--- src/rtl/mmcm_rst_seq.sv ---
// mmcm_rst_seq
//   Reset sequencer and lock supervisor for an MMCM. Runs on a free-running
//   reference clock. It pulses the MMCM reset and waits for a debounced lock.
//   It then releases the staged system resets one stage at a time, index 0
//   first. Any lock drop after release has begun restarts the whole sequence.
//
//   Optional feature macro: MMCM_RST_SEQ_TIMEOUT_EN
//     defined   : WAIT_LOCK gives up after LOCK_TIMEOUT_CYCLES, re-pulses the
//                 MMCM reset and bumps retry_cnt (saturating at 255)
//     undefined : WAIT_LOCK waits indefinitely, retry_cnt is tied to 0
//
// Ports
//   clk_in     in   free-running reference clock (not an MMCM output)
//   rst_in     in   synchronous active-high reset
//   mmcm_lock  in   MMCM LOCKED, asynchronous, double-flopped internally
//   mmcm_rst   out  MMCM RST pin
//   rst_out    out  [NUM_STAGES] staged active-high resets
//   sys_ready  out  high only in RUN
//   lock_lost  out  one-cycle pulse on a lock drop in RELEASE or RUN
//   retry_cnt  out  [8] timeout retries since rst_in, saturating
module mmcm_rst_seq #(
    parameter int NUM_STAGES           = 4,
    parameter int RST_PULSE_CYCLES     = 16,
    parameter int LOCK_FILTER_CYCLES   = 64,
    parameter int RELEASE_STAGE_CYCLES = 8,
    parameter int LOCK_TIMEOUT_CYCLES  = 100000
) (
    input  logic                  clk_in,
    input  logic                  rst_in,
    input  logic                  mmcm_lock,
    output logic                  mmcm_rst,
    output logic [NUM_STAGES-1:0] rst_out,
    output logic                  sys_ready,
    output logic                  lock_lost,
    output logic [7:0]            retry_cnt
);

    localparam int PW = $clog2(RST_PULSE_CYCLES + 1);
    localparam int FW = $clog2(LOCK_FILTER_CYCLES + 1);
    localparam int RW = $clog2(RELEASE_STAGE_CYCLES + 1);
    localparam int SW = $clog2(NUM_STAGES + 1);

    localparam logic [PW-1:0] PULSE_LAST = PW'(RST_PULSE_CYCLES - 1);
    localparam logic [FW-1:0] FILT_LAST  = FW'(LOCK_FILTER_CYCLES - 1);
    localparam logic [RW-1:0] REL_LAST   = RW'(RELEASE_STAGE_CYCLES - 1);
    localparam logic [SW-1:0] STG_LAST   = SW'(NUM_STAGES - 1);

    typedef enum logic [1:0] {
        RESET_MMCM,
        WAIT_LOCK,
        RELEASE,
        RUN
    } state_t;

    state_t        state;
    logic [1:0]    sync_q;
    logic          lock_s;
    logic [PW-1:0] pulse_cnt;
    logic [FW-1:0] filt_cnt;
    logic [RW-1:0] rel_cnt;
    logic [SW-1:0] stg_cnt;
    logic          filt_done;
    logic          tmo_hit;

    assign lock_s = sync_q[1];

    // Filter completes on the cycle that would make the count reach
    // LOCK_FILTER_CYCLES, so RELEASE starts right after the last good sample.
    assign filt_done = (state == WAIT_LOCK) && lock_s && (filt_cnt == FILT_LAST);

    always_ff @(posedge clk_in) begin
        if (rst_in) sync_q <= 2'b00;
        else        sync_q <= {sync_q[0], mmcm_lock};
    end

`ifdef MMCM_RST_SEQ_TIMEOUT_EN
    localparam int TW = $clog2(LOCK_TIMEOUT_CYCLES + 1);
    localparam logic [TW-1:0] TMO_LAST = TW'(LOCK_TIMEOUT_CYCLES - 1);

    logic [TW-1:0] tmo_cnt;

    assign tmo_hit = (state == WAIT_LOCK) && (tmo_cnt == TMO_LAST);

    // Held at 0 outside WAIT_LOCK so every attempt starts a fresh window;
    // lock glitches do not touch it.
    always_ff @(posedge clk_in) begin
        if (rst_in) begin
            tmo_cnt   <= '0;
            retry_cnt <= 8'd0;
        end else begin
            if (state != WAIT_LOCK || tmo_hit) tmo_cnt <= '0;
            else                               tmo_cnt <= tmo_cnt + 1'b1;
            // A filter completing on the timeout cycle wins: no retry.
            if (tmo_hit && !filt_done && retry_cnt != 8'd255)
                retry_cnt <= retry_cnt + 8'd1;
        end
    end
`else
    assign tmo_hit   = 1'b0;
    assign retry_cnt = 8'd0;
`endif

    always_ff @(posedge clk_in) begin
        if (rst_in) begin
            state     <= RESET_MMCM;
            pulse_cnt <= '0;
            filt_cnt  <= '0;
            rel_cnt   <= '0;
            stg_cnt   <= '0;
            mmcm_rst  <= 1'b1;
            rst_out   <= '1;
            sys_ready <= 1'b0;
            lock_lost <= 1'b0;
        end else begin
            lock_lost <= 1'b0;
            case (state)
                RESET_MMCM: begin
                    mmcm_rst <= 1'b1;
                    rst_out  <= '1;
                    if (pulse_cnt == PULSE_LAST) begin
                        state     <= WAIT_LOCK;
                        pulse_cnt <= '0;
                        filt_cnt  <= '0;
                        mmcm_rst  <= 1'b0;
                    end else begin
                        pulse_cnt <= pulse_cnt + 1'b1;
                    end
                end
                WAIT_LOCK: begin
                    if (filt_done) begin
                        state    <= RELEASE;
                        filt_cnt <= '0;
                        rel_cnt  <= '0;
                        stg_cnt  <= '0;
                    end else if (tmo_hit) begin
                        state     <= RESET_MMCM;
                        pulse_cnt <= '0;
                        mmcm_rst  <= 1'b1;
                    end else if (!lock_s) begin
                        filt_cnt <= '0;
                    end else begin
                        filt_cnt <= filt_cnt + 1'b1;
                    end
                end
                RELEASE: begin
                    if (!lock_s) begin
                        state     <= RESET_MMCM;
                        pulse_cnt <= '0;
                        mmcm_rst  <= 1'b1;
                        rst_out   <= '1;
                        lock_lost <= 1'b1;
                    end else if (rel_cnt == REL_LAST) begin
                        rel_cnt <= '0;
                        // Shifting a zero in from the bottom releases stage
                        // 0 first and never re-asserts a released stage.
                        rst_out <= rst_out << 1;
                        if (stg_cnt == STG_LAST) begin
                            state     <= RUN;
                            sys_ready <= 1'b1;
                        end else begin
                            stg_cnt <= stg_cnt + 1'b1;
                        end
                    end else begin
                        rel_cnt <= rel_cnt + 1'b1;
                    end
                end
                RUN: begin
                    if (!lock_s) begin
                        state     <= RESET_MMCM;
                        pulse_cnt <= '0;
                        mmcm_rst  <= 1'b1;
                        rst_out   <= '1;
                        sys_ready <= 1'b0;
                        lock_lost <= 1'b1;
                    end
                end
                default: begin
                    state     <= RESET_MMCM;
                    pulse_cnt <= '0;
                    mmcm_rst  <= 1'b1;
                    rst_out   <= '1;
                    sys_ready <= 1'b0;
                end
            endcase
        end
    end

endmodule

--- config.mk ---
export PLATFORM = sky130hd
export DESIGN_NAME = mmcm_rst_seq
export DESIGN_NICKNAME = d
export VERILOG_FILES = /design/src/rtl/mmcm_rst_seq.sv
export SDC_FILE = /design/constraint.sdc
export NUM_CORES = 1
export LEC_CHECK = 0
export ABC_AREA = 1
export ABC_CLOCK_PERIOD_IN_PS = 1600
export CAP_MARGIN = 0
export CORE_UTILIZATION = 55
export DETAILED_ROUTE_END_ITERATION = 10
export PLACE_DENSITY_LB_ADDON = 0.25
export RECOVER_POWER = 100
export SKIP_CTS_REPAIR_TIMING = 1
export SYNTH_ARGS = -nofsm -noshare
export SYNTH_HDL_FRONTEND = slang
export SYNTH_SLANG_ARGS = --single-unit
--- constraint.sdc ---
create_clock -name clk_in -period 1.6 [get_ports clk_in]
set_input_delay 0.32 -clock clk_in [delete_from_list [all_inputs] [get_ports clk_in]]
set_output_delay 0.32 -clock clk_in [all_outputs]
set_load 0.05 [all_outputs]
; ---- Word-level counts from Yosys, hierarchy flattened
; Index checks and enable logic that the tools add are counted.
[classes]
n_addsub = 4
n_bitwise = 2
n_eq_ne = 17
reduce_logical = 16
muxes = 36
[ops]
columns = operator, n
row1 = $mux 4, 6
row2 = $mux 7, 3
row3 = $ne 2x2->1 const B, 8
row4 = $reduce_and 5->1, 3
row5 = $pmux 7 s2, 1
row6 = $mux 2, 6
row7 = $mux 3, 4
row8 = $pmux 4 s3, 1
row9 = $mux 5, 2
row10 = $pmux 5 s2, 1
row11 = $pmux 2 s4, 1
row12 = $pmux 4 s2, 1
row13 = $add 7x1->7 const B, 1
row14 = $eq 7x6->1 const B, 1
row15 = $mux 1, 7
row16 = $ne 3x3->1 const B, 2
row17 = $pmux 3 s2, 1
row18 = $reduce_and 3->1, 2
row19 = $reduce_bool 2->1, 3
row20 = $add 5x1->5 const B, 1
row21 = $eq 5x4->1 const B, 1
row22 = $add 4x1->4 const B, 1
row23 = $eq 2x2->1 const B, 2
row24 = $eq 4x3->1 const B, 1
row25 = 10 further kinds, 15
[totals]
out_inout_bits = 15
register_bits = 30
elab_cells = 85
in_bits = 3

; ---- Depth between registers and ports, before layout
[depth]
ltp_word = 5
depth_mapped = 10
mapped_depth_nobuf = 9

; ---- Least setup slack after synthesis
; No wires, ideal clock.
[synth_timing]
path_type = reg2reg
startpoint = reg pulse_cnt[0]
endpoint = reg state[0]
t_required_ns = 1.489
setup_slack_ns = 0.290
stages_incl_launch_ff = 9
n_path_buf = 0
setup_ns = 0.111
synth_period_minus_slack_ns = 1.310
arrival_ns = 1.199
path_cell_list = dfxtp_1 > ha_1 > nand4_1 > nand2_1 > nand2_1 > nor2_1 > nand2_1 > nor2_1 > nor2_1
[synth_via]
elab_chain_len = 3
[synth_rtl]
columns = element, line_no
row1 = "start, declared", 58  ; logic [PW-1:0] pulse_cnt;
row2 = "start signal, assigned", 126  ; pulse_cnt <= pulse_cnt + 1'b1;
row3 = $eq 5x4->1, 120  ; if (pulse_cnt == PULSE_LAST) begin
row4 = $ne 2x2->1 (no source line), --
row5 = $reduce_and 5->1 (no source line), --
row6 = "end signal, assigned", 121  ; state <= WAIT_LOCK;
row7 = "end signal, assigned", 131  ; state <= RELEASE;
row8 = "end signal, assigned", 136  ; state <= RESET_MMCM;
row9 = "end, declared", 55  ; state_t state;
; Every way passes these cells.
; A chain may end at the register's enable or synchronous reset.

; ---- Worst setup path after layout
[layout_timing]
startpoint = reg filt_cnt[1]
endpoint = reg stg_cnt[1]
[layout_via]
elab_chain_len = 4
[layout_rtl]
columns = element, line_no
row1 = "start, declared", 59  ; logic [FW-1:0] filt_cnt;
row2 = "start signal, assigned", 142  ; filt_cnt <= filt_cnt + 1'b1;
row3 = $eq 7x6->1, 69  ; assign filt_done = (state == WAIT_LOCK) && lock_s && (filt_cnt == FILT_LAST);
row4 = $logic_and 1x1->1, 69
row5 = $ne 2x2->1 (no source line), --
row6 = $reduce_and 5->1 (no source line), --
row7 = "end signal, assigned", 161  ; stg_cnt <= stg_cnt + 1'b1;
row8 = "end, declared", 61  ; logic [SW-1:0] stg_cnt;
; Every way passes these cells.

==> results.md <==
- CP Cell Sequence: ha_1, nand3_1, nor2_1, nand2_2, nand2_4, nand2_1, nand2_1, nand2_1, nor2_1
- Hold slack: 0.3905 ns
- Routed vias/inst: 5.146
- Most used flip-flop cell after synthesis: dfxtp_1
- Post-Synthesis Cell Area: between 1500 and 2000 µm²
- # rows: 19
- Tcrit/Tclk final: 88.82%
- Via Count: 1441
- Power Total: 2.854 mW
- Max Freq: 703.7 MHz
- Async S/R FF share, synth: 0%
- I/O Buffers: 9
- R2R setup slack: 0.18 ns
- Pre-CTS worst setup slack: 0.06660 ns
- DRT Wirelength: 2943 µm
- Total GRT Usage: 20.82%
- Multi-input logic area: 877.1 µm²
- Post-route cell area: 1762 µm²
- CP Buf/Inv Count: 0
- Clk sink count: 30
- DRT Pass-1 Iters: 6
- Launch point of the worst path: filt_cnt[1]$_SDFFE_PP0P_
- Crit path time final: ~1.4 ns
- WS Path Type: flop to flop
- CP Launch Type: flop
- I/O pin cnt: 18
- YS warnings: 0
- CP max FO: 8
- Largest net degree at the start of global routing: 12
- Final net count: 257
- CTS tree: built
- Dpl cells: about 270
- CTS Buffer Depth: 2
- PwrDens: 1620 nW/µm²
- CORE AREA: 2758 µm²
- Crit path max-delay family: simple AND/OR/NAND/NOR gates
- Area grow syn2layout: 9.743%
- Worst path depth: 9
- Post-synth EDFFs: 0
- Die area: between 3000 and 4000 µm²
- End point of the critical path: stg_cnt[1]$_SDFFE_PP0P_
- Final Worst Setup Slack: 0.1789 ns
- Status: completed
- Final ANT Viol Nets: 0
- Initial antenna violation count: 0
- Vias in the first global route: 1220
- Crit path largest cell delay: 0.37 ns
- Fin util: 63.88%
- CP most frequent cell: nand2_1
- Netlist cell types: 30
- Worst path arrival time: 1.69 ns
- Syn_area_per_cell: approximately 7 µm²
- Post-DP HPWL: 2125 µm
- Total Negative Setup Slacks: 0 ns
- Slowest-stage cell, CP: dfxtp_1
- Post-Syn Instances: 230
- Clk Latency, worst-skew pair: 0.33 ns
- RSZ-0062 raised after global routing: no
- Final hold vios: 0
- Routed WL per cell: 10.51 µm
- Number of setup violations in the final report: 0
- Die Span Y: roughly 56 µm
- Critical Path RT: 1.86 ns
- Share of layout cells above drive strength 1: 14.86%
- Seq cells post-synth: 30
- Peak VDD IR: 1.465 mV
- Chip width: 56.03 µm
- Root buffer cell: clkbuf_4
- Max Slew Vio Count: 0
- Num CTS Buffers: 5
- Global route overflow: 0
- ANT cells: 0
- Post-DP Area: 1712 µm²
- Least-Margin Pin Slew: just under 0.6 ns
- Hold WC Path Type: flop to flop
- Worst flop-to-flop path startpoint: filt_cnt[1]$_SDFFE_PP0P_
- Final Skew: between 0.01 and 0.015 ns
- RR Endpoint: stg_cnt[1]$_SDFFE_PP0P_
- Seq. cell area: 604.3 µm²
- R2R cell count: 9
- DRC: 0
- Slew headroom: between 60% and 70%
- Starting density of the core: 58.21%
- Max H-tree Level: 2
- Clock Pin Slew Worst Setup and Hold Paths: 0.10 ns
- Non-Filler Instances: 280
- # Max-Cap Violations: 0
- Global-route wire length before repair: just over 5000 µm
- Register area share after synthesis: 37.41%
- Iteration-0 DRC count of the detailed router: 64
- Gpl congestion: ~0.85
- Fillers: 240
- CP endpoint kind: flop
- Leak: between 0.7 and 0.8 nW
cell usage in the layout, fill, tap and decap left out, types with 2 or more instances in the layout:
cell type   n
a21oi_1    14
conb_1      8
nand2_2     5
dfxtp_2     3
nand4_1     6
inv_1      22
buf_4       4
nand2_1    52
nand3_1    23
nor2_1     29
nor2_4      3
xor2_1      2
clkbuf_1    7
ha_1        4
o21ai_0    11
nand2_4     2
clkbuf_2    7
clkbuf_4    5
dfxtp_1    27
or2_2       2
how the worst min path moves through the flow:
stage | from | to | slack [ns] | cells after the start
2_1_floorplan | sync_q[0]$_SDFF_PP0_ | sync_q[1]$_SDFF_PP0_ | 0.39 | 2
3_3_place_gp | sync_q[0]$_SDFF_PP0_ | sync_q[1]$_SDFF_PP0_ | 0.39 | 2
3_5_place_dp | sync_q[0]$_SDFF_PP0_ | sync_q[1]$_SDFF_PP0_ | 0.39 | 2
4_1_cts | sync_q[0]$_SDFF_PP0_ | sync_q[1]$_SDFF_PP0_ | 0.40 | 2
5_1_grt | sync_q[0]$_SDFF_PP0_ | sync_q[1]$_SDFF_PP0_ | 0.44 | 2
6_report | sync_q[0]$_SDFF_PP0_ | sync_q[1]$_SDFF_PP0_ | 0.39 | 2
cells by family (layout without fill, tap and decap cells):
group	Yosys count	in the layout	share of synthesized area [%]
AOI/OAI and AO/OA	30	30	10.29
xor gates and xnor gates	2	2	1.091
other	1	8	0.2336
DFF	30	30	37.41
and+or+nand+nor	125	125	35.62
adders and majority gates	5	5	3.897
buffers and inverters	37	49	11.46
final cells by class:
cell class                      count  share of cell area [%]
Multi-Input combinational cell    170                   49.79
Clock buffer                        7                   2.557
Timing Repair Buffer               18                   5.895
Tap cell                           31                   2.202
Sequential cell                    30                   34.30
Inverter                           24                   5.256
power by group:
group	internal [mW]	switching (mW)
clock	0.165	0.248
combinational	0.447	0.935
sequential	0.907	0.152
per-layer routing:
| layer | GRT usage, % | vias to the layer above | part of all wire (%) | routed length (µm) |
|---|---|---|---|---|
| met5 | 0 | - | 0 | 0 |
| met4 | 10.10 | 0 | 1.6 | 46 |
| li1 | - | 769 | - | - |
| met2 | 30.27 | 30 | 43 | 1273 |
| met1 | 28.47 | 637 | 51 | 1507 |
| met3 | 5.581 | 5 | 4.0 | 117 |
worst register-to-register path: stages, from the launching register on:
cell and delay, ns:
dfxtp_1 0.37, ha_1 0.21, nand3_1 0.14, nor2_1 0.15
nand2_2 0.11, nand2_4 0.12, nand2_1 0.08, nand2_1 0.06
nand2_1 0.04, nor2_1 0.07
synth_stat cells, types with 2 or more instances:
cell type / count / share of area, %
inv_1: 22 / 5.1
nand4_1: 6 / 2.3
clkbuf_1: 2 / 0.47
nor2_4: 2 / 1.4
o21ai_0: 11 / 3.4
buf_4: 8 / 3.7
xor2_1: 2 / 1.1
nand2_1: 54 / 13
dfxtp_1: 30 / 37
a21oi_1: 14 / 4.4
or2_2: 2 / 0.78
nand3_1: 24 / 7.5
nor2_1: 29 / 6.8
ha_1: 5 / 3.9
nand2_2: 4 / 1.6
state kept, by name, summed over array words and instances (netlist names):
signal and flops:
sync_q 2, rel_cnt 4, pulse_cnt 5, stg_cnt 3
state 2, lock_lost 1, sys_ready 1, filt_cnt 7
rst_out 4, mmcm_rst 1
Power figures use the tool's default switching activity.
